[config.mk]
export PLATFORM = sky130hd
export DESIGN_NAME = instr_fetch_unit
export DESIGN_NICKNAME = d
export VERILOG_FILES = /design/src/rtl/instr_fetch_pkg.sv /design/src/rtl/fetch_queue.sv /design/src/rtl/instr_fetch_unit.sv
export SDC_FILE = /design/constraint.sdc
export NUM_CORES = 1
export LEC_CHECK = 0
export ABC_CLOCK_PERIOD_IN_PS = 11000
export BUFFER_PORTS_ARGS = -buffer_cell sky130_fd_sc_hd__buf_2
export CAP_MARGIN = 0
export CORE_MARGIN = 10
export CORE_UTILIZATION = 52
export CTS_CLUSTER_DIAMETER = 40
export DETAILED_ROUTE_END_ITERATION = 8
export GPL_ROUTABILITY_DRIVEN = 0
export PLACE_DENSITY = 0.72
export SLEW_MARGIN = 10
export SYNTH_ARGS = -nofsm -noshare
export SYNTH_HDL_FRONTEND = slang
export SYNTH_SLANG_ARGS = --single-unit
export TNS_END_PERCENT = 50
[constraint.sdc]
create_clock -name clk_i -period 11 [get_ports clk_i]
set_input_delay 2.2 -clock clk_i [delete_from_list [all_inputs] [get_ports clk_i]]
set_output_delay 2.2 -clock clk_i [all_outputs]
set_load 0.01 [all_outputs]
[src/rtl/instr_fetch_pkg.sv]
// Shared types and constants for the instruction fetch unit.
//   fetch_entry_t : one prefetched word tagged with its byte PC
//   fetch_state_t : fetch sequencer state (RUN fetching, END past the populated memory)
package instr_fetch_pkg;

    localparam int WORD_BYTES = 4;
    localparam int CNT_W      = 16;

    typedef struct packed {
        logic [31:0] pc;
        logic [31:0] instr;
    } fetch_entry_t;

    typedef enum logic {
        RUN = 1'b0,
        END = 1'b1
    } fetch_state_t;

endpackage

[src/rtl/fetch_queue.sv]
// Prefetch FIFO holding fetch_entry_t words between the fetch PC and decode.
// Ports:
//   clk_i, rst_i         clock, asynchronous active-high reset
//   push_i, wr_data_i    write an entry at the tail
//   pop_i                remove the head entry
//   flush_i              empty the queue; wins over push and pop
//   head_o               entry at the head (stale when empty)
//   empty_o, count_o     occupancy status
module fetch_queue
    import instr_fetch_pkg::*;
#(
    parameter int DEPTH = 4
) (
    input  logic                   clk_i,
    input  logic                   rst_i,
    input  logic                   push_i,
    input  logic                   pop_i,
    input  logic                   flush_i,
    input  fetch_entry_t           wr_data_i,
    output fetch_entry_t           head_o,
    output logic                   empty_o,
    output logic [$clog2(DEPTH):0] count_o
);

    localparam int PTR_W = $clog2(DEPTH);

    fetch_entry_t           mem_r [DEPTH];
    logic [PTR_W-1:0]       rd_ptr_r;
    logic [PTR_W-1:0]       wr_ptr_r;
    logic [PTR_W:0]         count_r;

    // Storage, pointers and occupancy; pointers wrap naturally since DEPTH is a power of 2.
    // A push into a full queue together with a pop overwrites the slot being popped,
    // which is safe because the head is read before the edge.
    always_ff @(posedge clk_i or posedge rst_i) begin
        if (rst_i) begin
            for (int i = 0; i < DEPTH; i++) begin
                mem_r[i] <= '0;
            end
            rd_ptr_r <= '0;
            wr_ptr_r <= '0;
            count_r  <= '0;
        end else if (flush_i) begin
            rd_ptr_r <= '0;
            wr_ptr_r <= '0;
            count_r  <= '0;
        end else begin
            if (push_i) begin
                mem_r[wr_ptr_r] <= wr_data_i;
                wr_ptr_r        <= wr_ptr_r + 1'b1;
            end
            if (pop_i) begin
                rd_ptr_r <= rd_ptr_r + 1'b1;
            end
            case ({push_i, pop_i})
                2'b10:   count_r <= count_r + 1'b1;
                2'b01:   count_r <= count_r - 1'b1;
                default: count_r <= count_r;
            endcase
        end
    end

    assign head_o  = mem_r[rd_ptr_r];
    assign empty_o = (count_r == '0);
    assign count_o = count_r;

endmodule

[src/rtl/instr_fetch_unit.sv]
// Fetch sequencer: owns the fetch PC, reads the combinational instruction memory,
// prefetches sequential words into fetch_queue and hands {pc, instr} to decode.
// Ports:
//   clk_i, rst_i                     clock, asynchronous active-high reset
//   imem_addr_o / imem_instr_i       instruction memory byte address / returned word
//   redirect_i, redirect_pc_i        taken branch/jump: flush and restart at the target
//   ready_i                          decode accepts the head entry
//   valid_o, instr_o, pc_o, pc_plus4_o   head entry presented to decode
//   halted_o                         fetch has run past the populated memory
//   fetch_cnt_o                      saturating count of delivered instructions
module instr_fetch_unit
    import instr_fetch_pkg::*;
#(
    parameter int          DEPTH     = 4,
    parameter int          MEM_WORDS = 32,
    parameter logic [31:0] RESET_PC  = 32'h0
) (
    input  logic              clk_i,
    input  logic              rst_i,
    output logic [31:0]       imem_addr_o,
    input  logic [31:0]       imem_instr_i,
    input  logic              redirect_i,
    input  logic [31:0]       redirect_pc_i,
    input  logic              ready_i,
    output logic              valid_o,
    output logic [31:0]       instr_o,
    output logic [31:0]       pc_o,
    output logic [31:0]       pc_plus4_o,
    output logic              halted_o,
    output logic [CNT_W-1:0]  fetch_cnt_o
);

    localparam logic [31:0]          LIMIT     = 32'(MEM_WORDS * WORD_BYTES);
    localparam logic [31:0]          STEP      = 32'(WORD_BYTES);
    localparam logic [CNT_W-1:0]     CNT_MAX   = '1;
    localparam logic [$clog2(DEPTH):0] DEPTH_CNT = ($clog2(DEPTH) + 1)'(DEPTH);

    fetch_state_t              state_r;
    logic [31:0]               fetch_pc_r;
    logic [CNT_W-1:0]          fetch_cnt_r;

    fetch_entry_t              head_s;
    fetch_entry_t              wr_entry_s;
    logic                      q_empty_s;
    logic [$clog2(DEPTH):0]    q_count_s;
    logic                      pop_s;
    logic                      push_s;
    logic [31:0]               next_pc_s;
    logic [31:0]               target_pc_s;

    // A redirect hides the head in its own cycle, so nothing is popped then.
    assign valid_o     = ~q_empty_s & ~redirect_i;
    assign pop_s       = valid_o & ready_i;
    assign push_s      = (state_r == RUN) & ~redirect_i & ((q_count_s < DEPTH_CNT) | pop_s);
    assign next_pc_s   = fetch_pc_r + STEP;
    assign target_pc_s = {redirect_pc_i[31:2], 2'b00};
    assign wr_entry_s  = '{pc: fetch_pc_r, instr: imem_instr_i};

    fetch_queue #(
        .DEPTH (DEPTH)
    ) u_queue (
        .clk_i     (clk_i),
        .rst_i     (rst_i),
        .push_i    (push_s),
        .pop_i     (pop_s),
        .flush_i   (redirect_i),
        .wr_data_i (wr_entry_s),
        .head_o    (head_s),
        .empty_o   (q_empty_s),
        .count_o   (q_count_s)
    );

    // Fetch FSM and fetch PC: redirect wins; otherwise each push advances one word
    // and stepping onto or past LIMIT stops further pushes.
    always_ff @(posedge clk_i or posedge rst_i) begin
        if (rst_i) begin
            state_r    <= RUN;
            fetch_pc_r <= RESET_PC;
        end else if (redirect_i) begin
            fetch_pc_r <= target_pc_s;
            state_r    <= (target_pc_s >= LIMIT) ? END : RUN;
        end else if (push_s) begin
            fetch_pc_r <= next_pc_s;
            state_r    <= (next_pc_s >= LIMIT) ? END : RUN;
        end else begin
            fetch_pc_r <= fetch_pc_r;
            state_r    <= state_r;
        end
    end

    // Delivered-instruction counter, saturating at all ones.
    always_ff @(posedge clk_i or posedge rst_i) begin
        if (rst_i) begin
            fetch_cnt_r <= '0;
        end else if (pop_s && (fetch_cnt_r != CNT_MAX)) begin
            fetch_cnt_r <= fetch_cnt_r + 1'b1;
        end else begin
            fetch_cnt_r <= fetch_cnt_r;
        end
    end

    assign imem_addr_o = fetch_pc_r;
    assign instr_o     = head_s.instr;
    assign pc_o        = head_s.pc;
    assign pc_plus4_o  = head_s.pc + STEP;
    assign halted_o    = (state_r == END);
    assign fetch_cnt_o = fetch_cnt_r;

endmodule

Word-level counts from Yosys, hierarchy flattened:

Index checks and enable logic that the tools add are counted.

* $add $sub $neg: 7
* multipliers: 0
* divide/modulo/power cells: 0
* $lt $le $gt $ge: 6
* equal/unequal tests: 3
* shift-type cells: 0
* mux-type cells: 18
* bitwise gates (word level): 10
* reduce and logical (&&, ||, !) cells: 7

Operators by type and width (number)
* $bwmux W256: 1
* $mux W64: 3
* $bmux W64 S2: 1
* $demux W64 S2: 1
* $add A32 B3 Y32 const B: 2
* $ge A32 B8 Y1 const B: 2
* $mux W32: 2
* $add A16 B1 Y16 const B: 1
* $ne A16 B16 Y1 const B: 1
* $mux W2: 4
* $ge A3 B3 Y1 const B: 2
* $not A2 Y3: 2
* $pmux W3 S2: 1
* $add A2 B1 Y2 const B: 2
* $and A1 B1 Y1: 4
* $mux W1: 4
* $reduce_bool A2 Y1: 2
* $add A3 B1 Y3 const B: 1
* $logic_not A3 Y1: 1
* $lt A3 B1 Y1 const B: 1
* $lt A3 B3 Y1 const B: 1
* $mux W3: 1
* $not A1 Y1: 3
* $reduce_bool A3 Y1: 1
* other kinds (6): 7

* register bits after elaboration: 312
* bits in latches: 0
* memory bits (writable): 0
* bits in read-only memories: 0
* bits of input ports: 68
* logic and storage cells: 65
* memories: 0

Longest topological paths before layout:

* depth after elaboration: 9
* gate-level depth with buffers: 10
* gate-level depth less buffers: 9

Cells and area by module:

Synthesis repeated with hierarchy kept, for this count alone.

* cells, all modules: 1071
* area total of the unflattened synthesis: 16293.1 sq um

Modules (own cells, without submodules)
* fetch_queue: times used 1, cells an instance 658, area an instance 12714.7 sq um, seq. area each 6581.3 sq um
* instr_fetch_unit: times used 1, cells an instance 413, area an instance 3578.4 sq um, seq. area each 1176.1 sq um

Worst setup path after synthesis:

No wires, ideal clock.

* kind: input -> output
* start point: input port redirect_i
* end point: output port valid_o
* arrival: 2860 ps
* path slack: 5940 ps
* stages on the path: 3
* cell sequence: clkbuf_1 -> buf_1 -> nor2_1

* longest elaborated chain between the ends: 2

RTL lines
* start: declaration: line instr_fetch_unit.sv:22 `input logic redirect_i,`
* $not A1 Y1 (no line)
* $and A1 B1 Y1: line instr_fetch_unit.sv:52 `assign valid_o = ~q_empty_s & ~redirect_i;`
* end: declaration: line instr_fetch_unit.sv:25 `output logic valid_o,`

No other way between the ends.

Worst setup path in the final report:

* start point: register u_queue.rd_ptr_r[0]
* end point: output port pc_plus4_o[31]

* longest elaborated chain between the ends: 5

RTL lines
* start: declaration: line fetch_queue.sv:28 `logic [PTR_W-1:0] rd_ptr_r;`
* start signal: assignment: line fetch_queue.sv:53 `rd_ptr_r <= rd_ptr_r + 1'b1;`
* $not A2 Y3 (not written as such): line fetch_queue.sv:63 `assign head_o = mem_r[rd_ptr_r];`
* $bmux W64 S2: line fetch_queue.sv:63
* $mux W64 (not written as such) (2 in a row): line fetch_queue.sv:63
* $add A32 B3 Y32: line instr_fetch_unit.sv:105 `assign pc_plus4_o = head_s.pc + STEP;`
* end: declaration: line instr_fetch_unit.sv:28 `output logic [31:0] pc_plus4_o,`

No other way between the ends. The select of a mux whose other input is x is not followed.

==> key figures <==
Logic synthesis
  – Synth cell count leaders: 302 x dfrtp_1, 249 x mux2_2, 74 x nand2_1
  – Post-synth top area cell: dfrtp_1
  – Top cell type's share of synthesized area: 0.5113
  – EDFF count, synth: 0
  – Synthesized flop and latch total: 302
  – Synthesized area per cell: 13.23 sq um
  – Cells after synthesis: 1117
  – Top-count cell post-synth: dfrtp_1
  – Post-synth cell types: 57
  – Seq/Total Area, Yosys: 0.5113
  – FFs w/ async S/R, synth: 1.000
  – Synth Flop Type: dfrtp_1
  – Largest cells by area after synthesis: dfrtp_1 51%, mux2_2 19%, mux4_2 8.5%
  – Yosys warns: 0
  – Post-Syn Area: 14780 sq um

Worst setup path
  – Worst Path Buf+Inv: 2
  – Crit path kind: flop to output port
  – Worst reg2reg path depth: 6
  – Largest stage delay, worst path: 0.76 ns
  – Crit end category: output port
  – Critical path startpoint category: flop
  – Setup slack, reg-to-reg: 7.81 ns
  – Req. time, crit path: 8.80 ns
  – CP max stage cell: dfrtp_4
  – RR Endpoint: u_queue.mem_r[119]
  – Reg2Reg Launch Point: u_queue.count_o[2]
  – Critical path fanouts, max: 39
  – Worst path top cell family by delay: simple AND/OR/NAND/NOR gates
  – CP Cell Sequence: buf_4, mux4_1, nand4_2, nor4_2, nand3_1, nor2_2, nand4_1, xnor2_1, buf_2
  – Critical path data arrival time: 4.46 ns

Routing
  – Pre-Repair DR Iteration Count: 6
  – Iter 0 DRT Violations: 806
  – Wire length on met1: 14970 um
  – # DRC: 0
  – Routed WL: 35810 um
  – Top Layer Used: met5
  – Per-cell routed wire length: 21.09 um
  – WL met2: 17170 um
  – Vias: 9968
  – Vias per inst: 5.870
  – Routed length on met3: 2776 um
  – Routed Antenna Nets: 0

Cells and area
  – Final nets: 1365
  – Share of layout cells above drive strength 1: 0.4644
  – Post-route cell area: 17480 sq um
  – ANT cells: 0
  – Area Growth Syn to Fin: 18.25%

STA
  – Setup Viol. Count Final: 0
  – Final hold vios: 0
  – Highest Clock Rate: 150.0 MHz
  – Worst-margin pin slew: 1.050 ns
  – Unrepaired setup endpoints after global routing: no
  – Clock Skew: 0.01566 ns
  – Slew headroom: 0.3002
  – Tcrit/Tclk final: 0.6059
  – Setup TNS: 0 ns
  – Final Slew Violations: 0
  – Final min period: 6.665 ns

Global routing
  – Initial antenna violation count: 2
  – Global-route wire length before repair: 58160 um
  – Overflow after GRT: 0
  – Global Route Usage Sum: 0.2002
  – Largest net degree at the start of global routing: 176
  – Vias in the first global route: 10530

Placed design
  – Post-DP HPWL: 23400 um
  – I/O Buffers: 205
  – Placed cell areas: 15940 sq um

Die
  – Die Y: 188.6 um
  – Core Area: 27930 sq um
  – Die area: 35560 sq um
  – Die Width: 188.6 um
  – Placement Rows: 61
  – # IOs: 214
  – Starting Density: 0.5291

Clock network
  – Hold Buf Count CTS: 0
  – Total CTS buffers: 43
  – Clock Pin Slew Worst Setup and Hold Paths: 0.06 ns
  – Root buf cell: clkbuf_16
  – CTS Sinks: 302
  – Post_cts resized: 0
  – H-tree levels: 2
  – CTS tree: built
  – Clk buf depth: 3
  – Postcts setup bufs: 0
  – Worst skew pair latency: 0.53 ns

Worst hold path
  – Worst hold path stage count: 1
  – Hold Path Class: flop to flop
  – Hold Path Sink: fetch_cnt_o[11]
  – Hold_sp: fetch_cnt_o[11]

Job
  – Max-Cap Viols: 0

Status
  – Status: completed

Power and ir drop
  – Worst VDD drop: 0.0001179 V
  – Cell area power density: 161.7 nW/um^2
  – Tot Pwr: 0.002826 W
  – P_leak: 8.481 nW
## per-layer routing
| metal | GRT usage | vias to the layer above |
|---|---|---|
| li1 | - | 4451 |
| met1 | 0.2522 | 5102 |
| met2 | 0.3290 | 343 |
| met3 | 0.05779 | 68 |
| met4 | 0.05891 | 4 |
| met5 | 0 | - |
## final cells by class
type / count / area (sq um)
fillers: 2170 / 10460
clock buffers: 50 / 1132
multi-input cells: 712 / 6725
clock inverters: 26 / 406.6
repair buffers: 215 / 1114
well taps: 378 / 473.0
flip-flops and latches: 302 / 7562
inverters: 15 / 63.81
## per-stage QoR
step	worst slack (ns)	std cells	hold WS, ns	util
finish	4.335	1698	0.4869	0.6256
detailed placement	4.738	1622	0.4789	0.5705
floorplan	0.4541	1122	0.4720	-
global route	3.876	1698	0.5074	0.6256
global placement	4.767	1622	0.4729	0.5705
CTS	4.152	1698	0.4899	0.6256
## state kept, by name, indices dropped and copies added (netlist names)
signal,flops
u_queue.count_o,3
imem_addr_o,30
fetch_cnt_o,16
halted_o,1
u_queue.mem_r,248
u_queue.wr_ptr_r,2
u_queue.rd_ptr_r,2
## how the worst max path moves through the flow
stage / slack (ns) / start / endpoint / depth (start not counted)
floorplan: 0.45 / rst_i / fetch_cnt_o[0] / 1
global placement: 4.77 / u_queue.rd_ptr_r[0] / pc_plus4_o[31] / 9
detailed placement: 4.74 / u_queue.rd_ptr_r[0] / pc_plus4_o[31] / 9
CTS: 4.15 / u_queue.rd_ptr_r[0] / pc_plus4_o[31] / 9
global route: 3.88 / u_queue.rd_ptr_r[0] / pc_plus4_o[31] / 9
finish: 4.34 / u_queue.rd_ptr_r[0] / pc_plus4_o[31] / 9
## kinds of logic after synthesis
| group | synth area share |
|---|---|
| fa+ha+maj | 0.007281 |
| mux | 0.2871 |
| simple gates | 0.08635 |
| other cells | 0.0002537 |
| flops | 0.5113 |
| buf+inv | 0.03522 |
| compound gates | 0.03810 |
| xor+xnor | 0.03437 |
## power by group
group | switching (W) | internal (W) | leakage (nW)
Combinational | 0.0000943 | 0.0000711 | 3.62
Clock | 0.000515 | 0.000956 | 0.750
Sequential | 0.0000481 | 0.00114 | 4.11
## layout by cell type, fill, tap and decap left out, drive strengths merged, types with 2 or more instances in the layout
cell      count
mux2        249
mux2i         2
conb          6
ha            7
nor4         17
inv          20
clkbuf       50
and2          7
buf         215
nand2        74
nor3         21
nor2         51
mux4         62
nand3        19
or3           7
o21ai        24
dfrtp       302
o311ai       15
clkinvlp      2
or2           3
a21oi         7
bufinv        9
nand4        29
xor2         24
a22oi         3
a211oi        2
a31oi         7
xnor2        34
and3          8
a221o         7
nor2b         3
clkinv       10
and4          6
a222oi        3
## worst reg2reg max path: cells and delay by family (launching register included)
kind                   cells  cell delay, ns
DFF                        1            0.47
muxes                      1            0.41
buffers and inverters      2            0.85
and+or+nand+nor            3            1.35
No activity file was read; power rests on OpenSTA's default activity.
